[config.mk]
export PLATFORM = sky130hd
export DESIGN_NAME = lsu_dbus_flat
export DESIGN_NICKNAME = d
export VERILOG_FILES = /design/src/rtl/lsu_dbus_if.sv /design/src/rtl/lsu_dbus.sv /design/src/flat_wrapper.sv
export SDC_FILE = /design/constraint.sdc
export NUM_CORES = 1
export LEC_CHECK = 0
export ABC_CLOCK_PERIOD_IN_PS = 2100
export CAP_MARGIN = 25
export CELL_PAD_IN_SITES_DETAIL_PLACEMENT = 0
export CELL_PAD_IN_SITES_GLOBAL_PLACEMENT = 2
export CORE_MARGIN = 1.5
export CORE_UTILIZATION = 23
export CTS_BUF_LIST = sky130_fd_sc_hd__clkbuf_16
export DETAILED_ROUTE_END_ITERATION = 7
export HOLD_SLACK_MARGIN = 0.1
export PLACE_DENSITY = 0.88
export SLEW_MARGIN = 5
export SYNTH_ARGS = -nofsm -noshare
export SYNTH_HDL_FRONTEND = slang
export SYNTH_SLANG_ARGS = --single-unit
export TNS_END_PERCENT = 30
[constraint.sdc]
create_clock -name clk -period 2.1 [get_ports clk]
set_input_delay 0.42 -clock clk [delete_from_list [all_inputs] [get_ports clk]]
set_output_delay 0.42 -clock clk [all_outputs]
set_load 0.03 [all_outputs]
[src/rtl/lsu_dbus_if.sv]
// Data-bus handshake bundle between the load/store unit and memory.
//   dreq_valid     request valid (held until dresp_addr_ok)
//   dreq_addr      byte address of the access
//   dreq_size      0=1B 1=2B 2=4B 3=8B
//   dreq_strobe    byte-write enables, zero for loads
//   dreq_data      lane-shifted store data
//   dresp_addr_ok  request accepted
//   dresp_data_ok  read data valid / write complete
//   dresp_data     raw 8-byte-aligned read word
// master: the load/store unit; slave: the memory side.
interface lsu_dbus_if;
  logic        dreq_valid;
  logic [63:0] dreq_addr;
  logic [2:0]  dreq_size;
  logic [7:0]  dreq_strobe;
  logic [63:0] dreq_data;
  logic        dresp_addr_ok;
  logic        dresp_data_ok;
  logic [63:0] dresp_data;

  modport master (
    output dreq_valid, dreq_addr, dreq_size, dreq_strobe, dreq_data,
    input  dresp_addr_ok, dresp_data_ok, dresp_data
  );

  modport slave (
    input  dreq_valid, dreq_addr, dreq_size, dreq_strobe, dreq_data,
    output dresp_addr_ok, dresp_data_ok, dresp_data
  );
endinterface

[src/rtl/lsu_dbus.sv]
// Load/store unit sitting between execute and the data bus. One memory op per start pulse:
// checks alignment, issues a single bus request, then extracts and extends the load result.
// Ports:
//   clk, rst      clock; synchronous active-low reset
//   start         launch an op (only honoured while idle)
//   re, we        load / store select (both set means load)
//   addr          effective byte address
//   wdata         right-aligned store data
//   info          funct3 (size in [1:0], zero-extend in [2])
//   dbus          data-bus master port
//   rdata         extended load result, held until the next load completes
//   finish        one-cycle completion pulse
//   err           qualifies finish: misaligned access or response timeout
module lsu_dbus #(
  parameter int unsigned TIMEOUT_CYC = 0
) (
  input  logic              clk,
  input  logic              rst,
  input  logic              start,
  input  logic              re,
  input  logic              we,
  input  logic [63:0]       addr,
  input  logic [63:0]       wdata,
  input  logic [2:0]        info,
  lsu_dbus_if.master        dbus,
  output logic [63:0]       rdata,
  output logic              finish,
  output logic              err
);

  typedef enum logic [2:0] {StIdle, StReq, StWait, StDone, StFault} state_e;

  localparam logic [31:0] TimeoutLast = 32'(TIMEOUT_CYC) - 32'd1;

  state_e      state_q, state_d;
  logic [31:0] cnt_q, cnt_d;

  logic [63:0] req_addr_q;
  logic [2:0]  req_size_q;
  logic [7:0]  req_strobe_q;
  logic [63:0] req_data_q;
  logic [2:0]  info_q;
  logic        load_q;
  logic [63:0] rdata_q;

  // Request fields decoded from the execute-stage inputs
  logic        launch;
  logic        aligned;
  logic [7:0]  mask;
  logic [7:0]  strobe_in;
  logic [63:0] data_in;

  assign launch = start && (re || we);

  always_comb begin
    aligned = 1'b1;
    mask    = 8'hFF;
    case (info[1:0])
      2'd0: begin aligned = 1'b1;               mask = 8'h01; end
      2'd1: begin aligned = ~addr[0];           mask = 8'h03; end
      2'd2: begin aligned = (addr[1:0] == 2'b0); mask = 8'h0F; end
      default: begin aligned = (addr[2:0] == 3'b0); mask = 8'hFF; end
    endcase
  end

  // Loads never write; re wins when both re and we are set
  assign strobe_in = re ? 8'h00 : (mask << addr[2:0]);
  assign data_in   = re ? 64'h0 : (wdata << {addr[2:0], 3'b000});

  // Load extraction from the aligned response word, using the latched offset and funct3
  logic [63:0] lane;
  logic [63:0] load_ext;

  assign lane = dbus.dresp_data >> {req_addr_q[2:0], 3'b000};

  always_comb begin
    load_ext = lane;
    case (info_q[1:0])
      2'd0: load_ext = info_q[2] ? {56'h0, lane[7:0]}  : {{56{lane[7]}}, lane[7:0]};
      2'd1: load_ext = info_q[2] ? {48'h0, lane[15:0]} : {{48{lane[15]}}, lane[15:0]};
      2'd2: load_ext = info_q[2] ? {32'h0, lane[31:0]} : {{32{lane[31]}}, lane[31:0]};
      default: load_ext = lane;
    endcase
  end

  // Next-state logic
  always_comb begin
    state_d = state_q;
    cnt_d   = cnt_q;
    case (state_q)
      StIdle: begin
        if (launch) state_d = aligned ? StReq : StFault;
      end
      StReq: begin
        if (dbus.dresp_addr_ok) begin
          if (dbus.dresp_data_ok) begin
            state_d = StDone;
          end else begin
            state_d = StWait;
            cnt_d   = 32'd0;
          end
        end
      end
      StWait: begin
        if (dbus.dresp_data_ok) begin
          state_d = StDone;
        end else if ((TIMEOUT_CYC != 0) && (cnt_q == TimeoutLast)) begin
          state_d = StFault;
        end else begin
          cnt_d = cnt_q + 32'd1;
        end
      end
      StDone:  state_d = StIdle;
      StFault: state_d = StIdle;
      default: state_d = StIdle;
    endcase
  end

  always_ff @(posedge clk) begin
    if (!rst) begin
      state_q      <= StIdle;
      cnt_q        <= 32'd0;
      req_addr_q   <= 64'h0;
      req_size_q   <= 3'd0;
      req_strobe_q <= 8'h00;
      req_data_q   <= 64'h0;
      info_q       <= 3'd0;
      load_q       <= 1'b0;
      rdata_q      <= 64'h0;
    end else begin
      state_q <= state_d;
      cnt_q   <= cnt_d;
      // Fields are captured only for ops that will reach the bus
      if (state_q == StIdle && launch && aligned) begin
        req_addr_q   <= addr;
        req_size_q   <= {1'b0, info[1:0]};
        req_strobe_q <= strobe_in;
        req_data_q   <= data_in;
        info_q       <= info;
        load_q       <= re;
      end
      // Capture on the data_ok edge so rdata is already valid during the finish cycle
      if (state_d == StDone && load_q) begin
        rdata_q <= load_ext;
      end
    end
  end

  assign dbus.dreq_valid  = (state_q == StReq);
  assign dbus.dreq_addr   = req_addr_q;
  assign dbus.dreq_size   = req_size_q;
  assign dbus.dreq_strobe = req_strobe_q;
  assign dbus.dreq_data   = req_data_q;

  assign rdata  = rdata_q;
  assign finish = (state_q == StDone) || (state_q == StFault);
  assign err    = (state_q == StFault);

endmodule

[src/flat_wrapper.sv]
// flat-port wrapper written by rule: the top's interface ports become plain ports
module lsu_dbus_flat 
#(
  parameter int unsigned TIMEOUT_CYC = 0
)
  (clk, rst, start, re, we, addr, wdata, info, rdata, finish, err, dbus_dreq_valid, dbus_dreq_addr, dbus_dreq_size, dbus_dreq_strobe, dbus_dreq_data, dbus_dresp_addr_ok, dbus_dresp_data_ok, dbus_dresp_data);
  lsu_dbus_if dbus_i ();
  input  logic clk;
  input  logic rst;
  input  logic start;
  input  logic re;
  input  logic we;
  input  logic [63:0] addr;
  input  logic [63:0] wdata;
  input  logic [2:0] info;
  output logic [63:0] rdata;
  output logic finish;
  output logic err;
  output wire logic [$bits(dbus_i.dreq_valid)-1:0] dbus_dreq_valid;
  output wire logic [$bits(dbus_i.dreq_addr)-1:0] dbus_dreq_addr;
  output wire logic [$bits(dbus_i.dreq_size)-1:0] dbus_dreq_size;
  output wire logic [$bits(dbus_i.dreq_strobe)-1:0] dbus_dreq_strobe;
  output wire logic [$bits(dbus_i.dreq_data)-1:0] dbus_dreq_data;
  input wire logic [$bits(dbus_i.dresp_addr_ok)-1:0] dbus_dresp_addr_ok;
  input wire logic [$bits(dbus_i.dresp_data_ok)-1:0] dbus_dresp_data_ok;
  input wire logic [$bits(dbus_i.dresp_data)-1:0] dbus_dresp_data;
  assign dbus_dreq_valid = dbus_i.dreq_valid;
  assign dbus_dreq_addr = dbus_i.dreq_addr;
  assign dbus_dreq_size = dbus_i.dreq_size;
  assign dbus_dreq_strobe = dbus_i.dreq_strobe;
  assign dbus_dreq_data = dbus_i.dreq_data;
  assign dbus_i.dresp_addr_ok = dbus_dresp_addr_ok;
  assign dbus_i.dresp_data_ok = dbus_dresp_data_ok;
  assign dbus_i.dresp_data = dbus_dresp_data;
  lsu_dbus #(.TIMEOUT_CYC(TIMEOUT_CYC)) u_core (.clk(clk), .rst(rst), .start(start), .re(re), .we(we), .addr(addr), .wdata(wdata), .info(info), .dbus(dbus_i), .rdata(rdata), .finish(finish), .err(err));
endmodule
==> out/qor.csv <==
stage,metric,value,unit
floorplan,I/O pin cnt,408,
synth,"FFs w/ async S/R, synth",0,
global_route,Total GRT Usage,0.180,
worst_setup_path,reg2reg start,u_core.state_q[2],
status,run status,"complete, but fails checks",
synth,syn nets,1457,
timing,highest clock rate,0.447,GHz
timing,max_slew headroom,0.433,
timing,RSZ-0062 raised after global routing,true,
synth,"top cells by area, synth","dfxtp_1 (38%), mux4_2 (10%), nand2_1 (8.4%)",
clocking,cts bufs inserted,26,
routing,Final ANT Viol Nets,0,
clocking,# clock sinks,207,
floorplan,Die Height,220,um
power,Psw,3.06,mW
worst_setup_path,Critical Path Stages,9,
power,Total Power,10.8,mW
global_route,pin count of the biggest net entering global routing,41,
worst_setup_path,slowest CP cell,clkdlybuf4s50_1,
synth,Post-Syn Instances,1255,
global_route,initial antenna violation count,7,
global_route,grt total ovfl,0,
clocking,largest buffer count on any clock path,3,
min_path,Hold Path Class,input port to register,
clocking,Clock Latency Late Sink,0.54,ns
clocking,htree depth,1,
global_route,first-pass GRT wire length,67.1,mm
power,PD cells,614,nW/um2
synth,"EDFF count, synth",0,
final_layout,P&R area growth vs syn,63.0,%
routing,DR iter-0 viols,723,
floorplan,core area,46500,um2
worst_setup_path,crit path DAT,2.71,ns
worst_setup_path,crit-path leading delay family,buffers and inverters,
placement,hpwl dp,34.1,mm
clocking,clk slew on worst S/H paths,0.06,ns
worst_setup_path,Worst Path Buf+Inv,4,
timing,Setup TNS,-6.90,ns
power,combinational fraction of design power,0.221,
synth,Avg Inst Size Synth,8.61,um2
worst_setup_path,R2R depth,9,
worst_setup_path,crit end category,register,
routing,Post-Route WL,46.2,mm
worst_setup_path,critical path class,input port to register,
synth,top_reg_cell synth,dfxtp_1,
final_layout,Final #Nets,1929,
worst_setup_path,critical-path cell list,clkdlybuf4s50_1 -> a211oi_4 -> o221ai_4 -> buf_6 -> a2111oi_4 -> buf_6 -> clkbuf_16 -> o21ai_0 -> a21oi_1,
clocking,Hold Buf Count CTS,0,
power,Sw Share,0.283,
placement,IO buf count,406,
floorplan,Starting Density,0.232,
worst_setup_path,CP endpoint,u_core.rdata[30],
routing,vias,11382,
worst_setup_path,required time worst endpoint,2.57,ns
synth,Ys Warns,0,
timing,fin crit share,1.07,
worst_setup_path,"Max FO, Critical Path",18,
timing,minimum clock period,2.24,ns
worst_setup_path,most repeated library cell on the critical path,buf_6,
routing,drt wl/cell,19.6,um
final_layout,"commonest non-fill, non-tap cell in the layout",clkdlybuf4s50_1,
clocking,CTS tree,built,
timing,Final Hold Vio Count,0,
synth,dominant cell type by area after synthesis,dfxtp_1,
synth,Syn Std Cell Area,10800,um2
power,static leakage,6.35,nW
final_layout,fillers,4719,
power,sequential share of power,0.379,
placement,DP Worst Slack,-0.678,ns
final_layout,combined area of the multi-input logic cells,6210,um2
synth,Synth top area share,0.384,
final_layout,most frequent cells in the layout,"clkdlybuf4s50_1 (388), nand2_1 (242), dfxtp_1 (202), a21oi_1 (168), buf_4 (128)",
power,internal power,7.76,mW
routing,DRC violations left,0,
worst_setup_path,"reg-to-reg slack, setup",-0.11,ns
timing,fin worst setup slack,-0.139,ns
floorplan,num rows,79,
run,Max-cap violations,0,
timing,Worst Max-Slew Pin Slew,0.848,ns
final_layout,Reg area,4160,um2
worst_setup_path,CP startpoint kind,input port,
routing,via/cell ratio,4.83,
worst_setup_path,crit-path max cell delay,0.58,ns
timing,final setup fails,93,
timing,Final Max Tran Viols,0,
worst_setup_path,Reg2Reg Capture Point,u_core.rdata[30],
power,maximum VDD drop,547,uV
status,violated checks,negative setup slack,
synth,number of synthesized register bits,207,
timing,skew final,0.00816,ns
placement,GPL Wtd Cong,0.920,
synth,post-synthesis sequential area ratio,0.384,
global_route,vias in the first global route,11134,
clocking,clock root buffer,clkbuf_16,
final_layout,share of cells above drive strength 1,0.188,
worst_setup_path,critical path startpoint,info[0],
power,Clk pwr share,0.400,
synth,distinct cell type count after synthesis,52,
floorplan,die area,48300,um2
floorplan,die width,220,um
routing,DRT Pass-1 Iters,5,
==> area by class of cell <==
type | count | share of cell area
multi-input combinational | 921 | 0.353
timing repair buffer | 565 | 0.320
sequential | 207 | 0.236
tap | 607 | 0.0431
clock buffer | 27 | 0.0384
clock inverter | 18 | 0.00753
inverter | 6 | 0.00142
antenna | 7 | 0.000995
==> worst min path at each step <==
stage | endpoint | cells past startpoint | from | slack, ns
finish | u_core.dbus.dreq_addr[0] | 4 | addr[0] | 0.34
floorplan | u_core.load_q | 2 | u_core.load_q | 0.44
global route | u_core.dbus.dreq_addr[0] | 4 | addr[0] | 0.34
CTS | u_core.dbus.dreq_addr[0] | 4 | addr[0] | 0.33
detailed placement | u_core.dbus.dreq_strobe[4] | 2 | u_core.dbus.dreq_strobe[4] | 0.45
global placement | u_core.dbus.dreq_addr[45] | 2 | u_core.dbus.dreq_addr[45] | 0.44
==> cell families after synthesis <==
group,Yosys count,synth area share
AOI/OAI and AO/OA,352,0.193
buffers and inverters,127,0.0498
other,1,0.000347
xor gates and xnor gates,1,0.000811
DFF,207,0.384
and+or+nand+nor,400,0.157
muxes,167,0.216
==> sequential cells by signal, indices dropped and copies added (netlist names) <==
signal and count:
u_core.dbus.dreq_data 64, u_core.load_q 1, u_core.info_q 3, u_core.rdata 64, u_core.dbus.dreq_strobe 8, u_core.dbus.dreq_addr 64
u_core.state_q 3
==> synthesized netlist by cell type (3+ instances only) <==
library cell / instances
a21oi_1: 169
nand3_1: 24
clkbuf_1: 73
o31a_1: 5
buf_1: 18
inv_1: 5
mux4_2: 48
mux2_2: 49
a31oi_1: 10
buf_4: 7
nand3b_1: 3
nor2b_1: 12
nor3_1: 5
nand2b_1: 11
a211oi_1: 8
a32oi_1: 3
a221oi_1: 5
o21ai_0: 82
o2bb2ai_1: 5
a22oi_1: 40
nor2_1: 81
dfxtp_1: 207
o22ai_1: 7
buf_2: 22
nor4_1: 9
mux2i_1: 70
o32ai_1: 3
nand2_1: 242
==> layer usage <==
layer  wire length, um  track usage  vias up
met3              3390       0.0442       73
met2             21500        0.292      422
met4              1400       0.0553        0
met1             20000        0.233     5431
li1                  -            -     5456
met5                 0            0        -
==> stage by stage <==
step / instances / hold WS, ns / util / cell area, um2
6_report: 2358 / 0.338 / 0.379 / 17600
2_1_floorplan: 1255 / 0.436 / - / 10900
4_1_cts: 2340 / 0.327 / 0.374 / 17400
5_1_grt: 2357 / 0.336 / 0.379 / 17600
3_5_place_dp: 2293 / 0.447 / 0.355 / 16500
3_3_place_gp: 2293 / 0.441 / 0.355 / 16500
==> timing repair <==
item	in CTS	in global routing
setup buffers	1	4
pin swaps	0	3
gates cloned	1	7
endpoints found under the setup margin	96	155
resized for setup	28	18
==> power by group through the flow <==
stage	Sequential [mW]	Clock, mW	Combinational, mW
final	4.10	4.33	2.39
after global routing	4.11	4.59	2.55
after CTS	4.10	4.45	2.39
after detailed placement	4.18	0	2.37
after floorplan	4.36	0	0.974
after global placement	4.18	0	2.36
==> worst register-to-register path: cells and delay by family (launching register included) <==
kind            cells  cell delay (ns)
compound gates      4             0.66
buf+inv             4             0.82
flops               1             0.34
simple gates        1             0.32
Power figures use the tool's default switching activity.
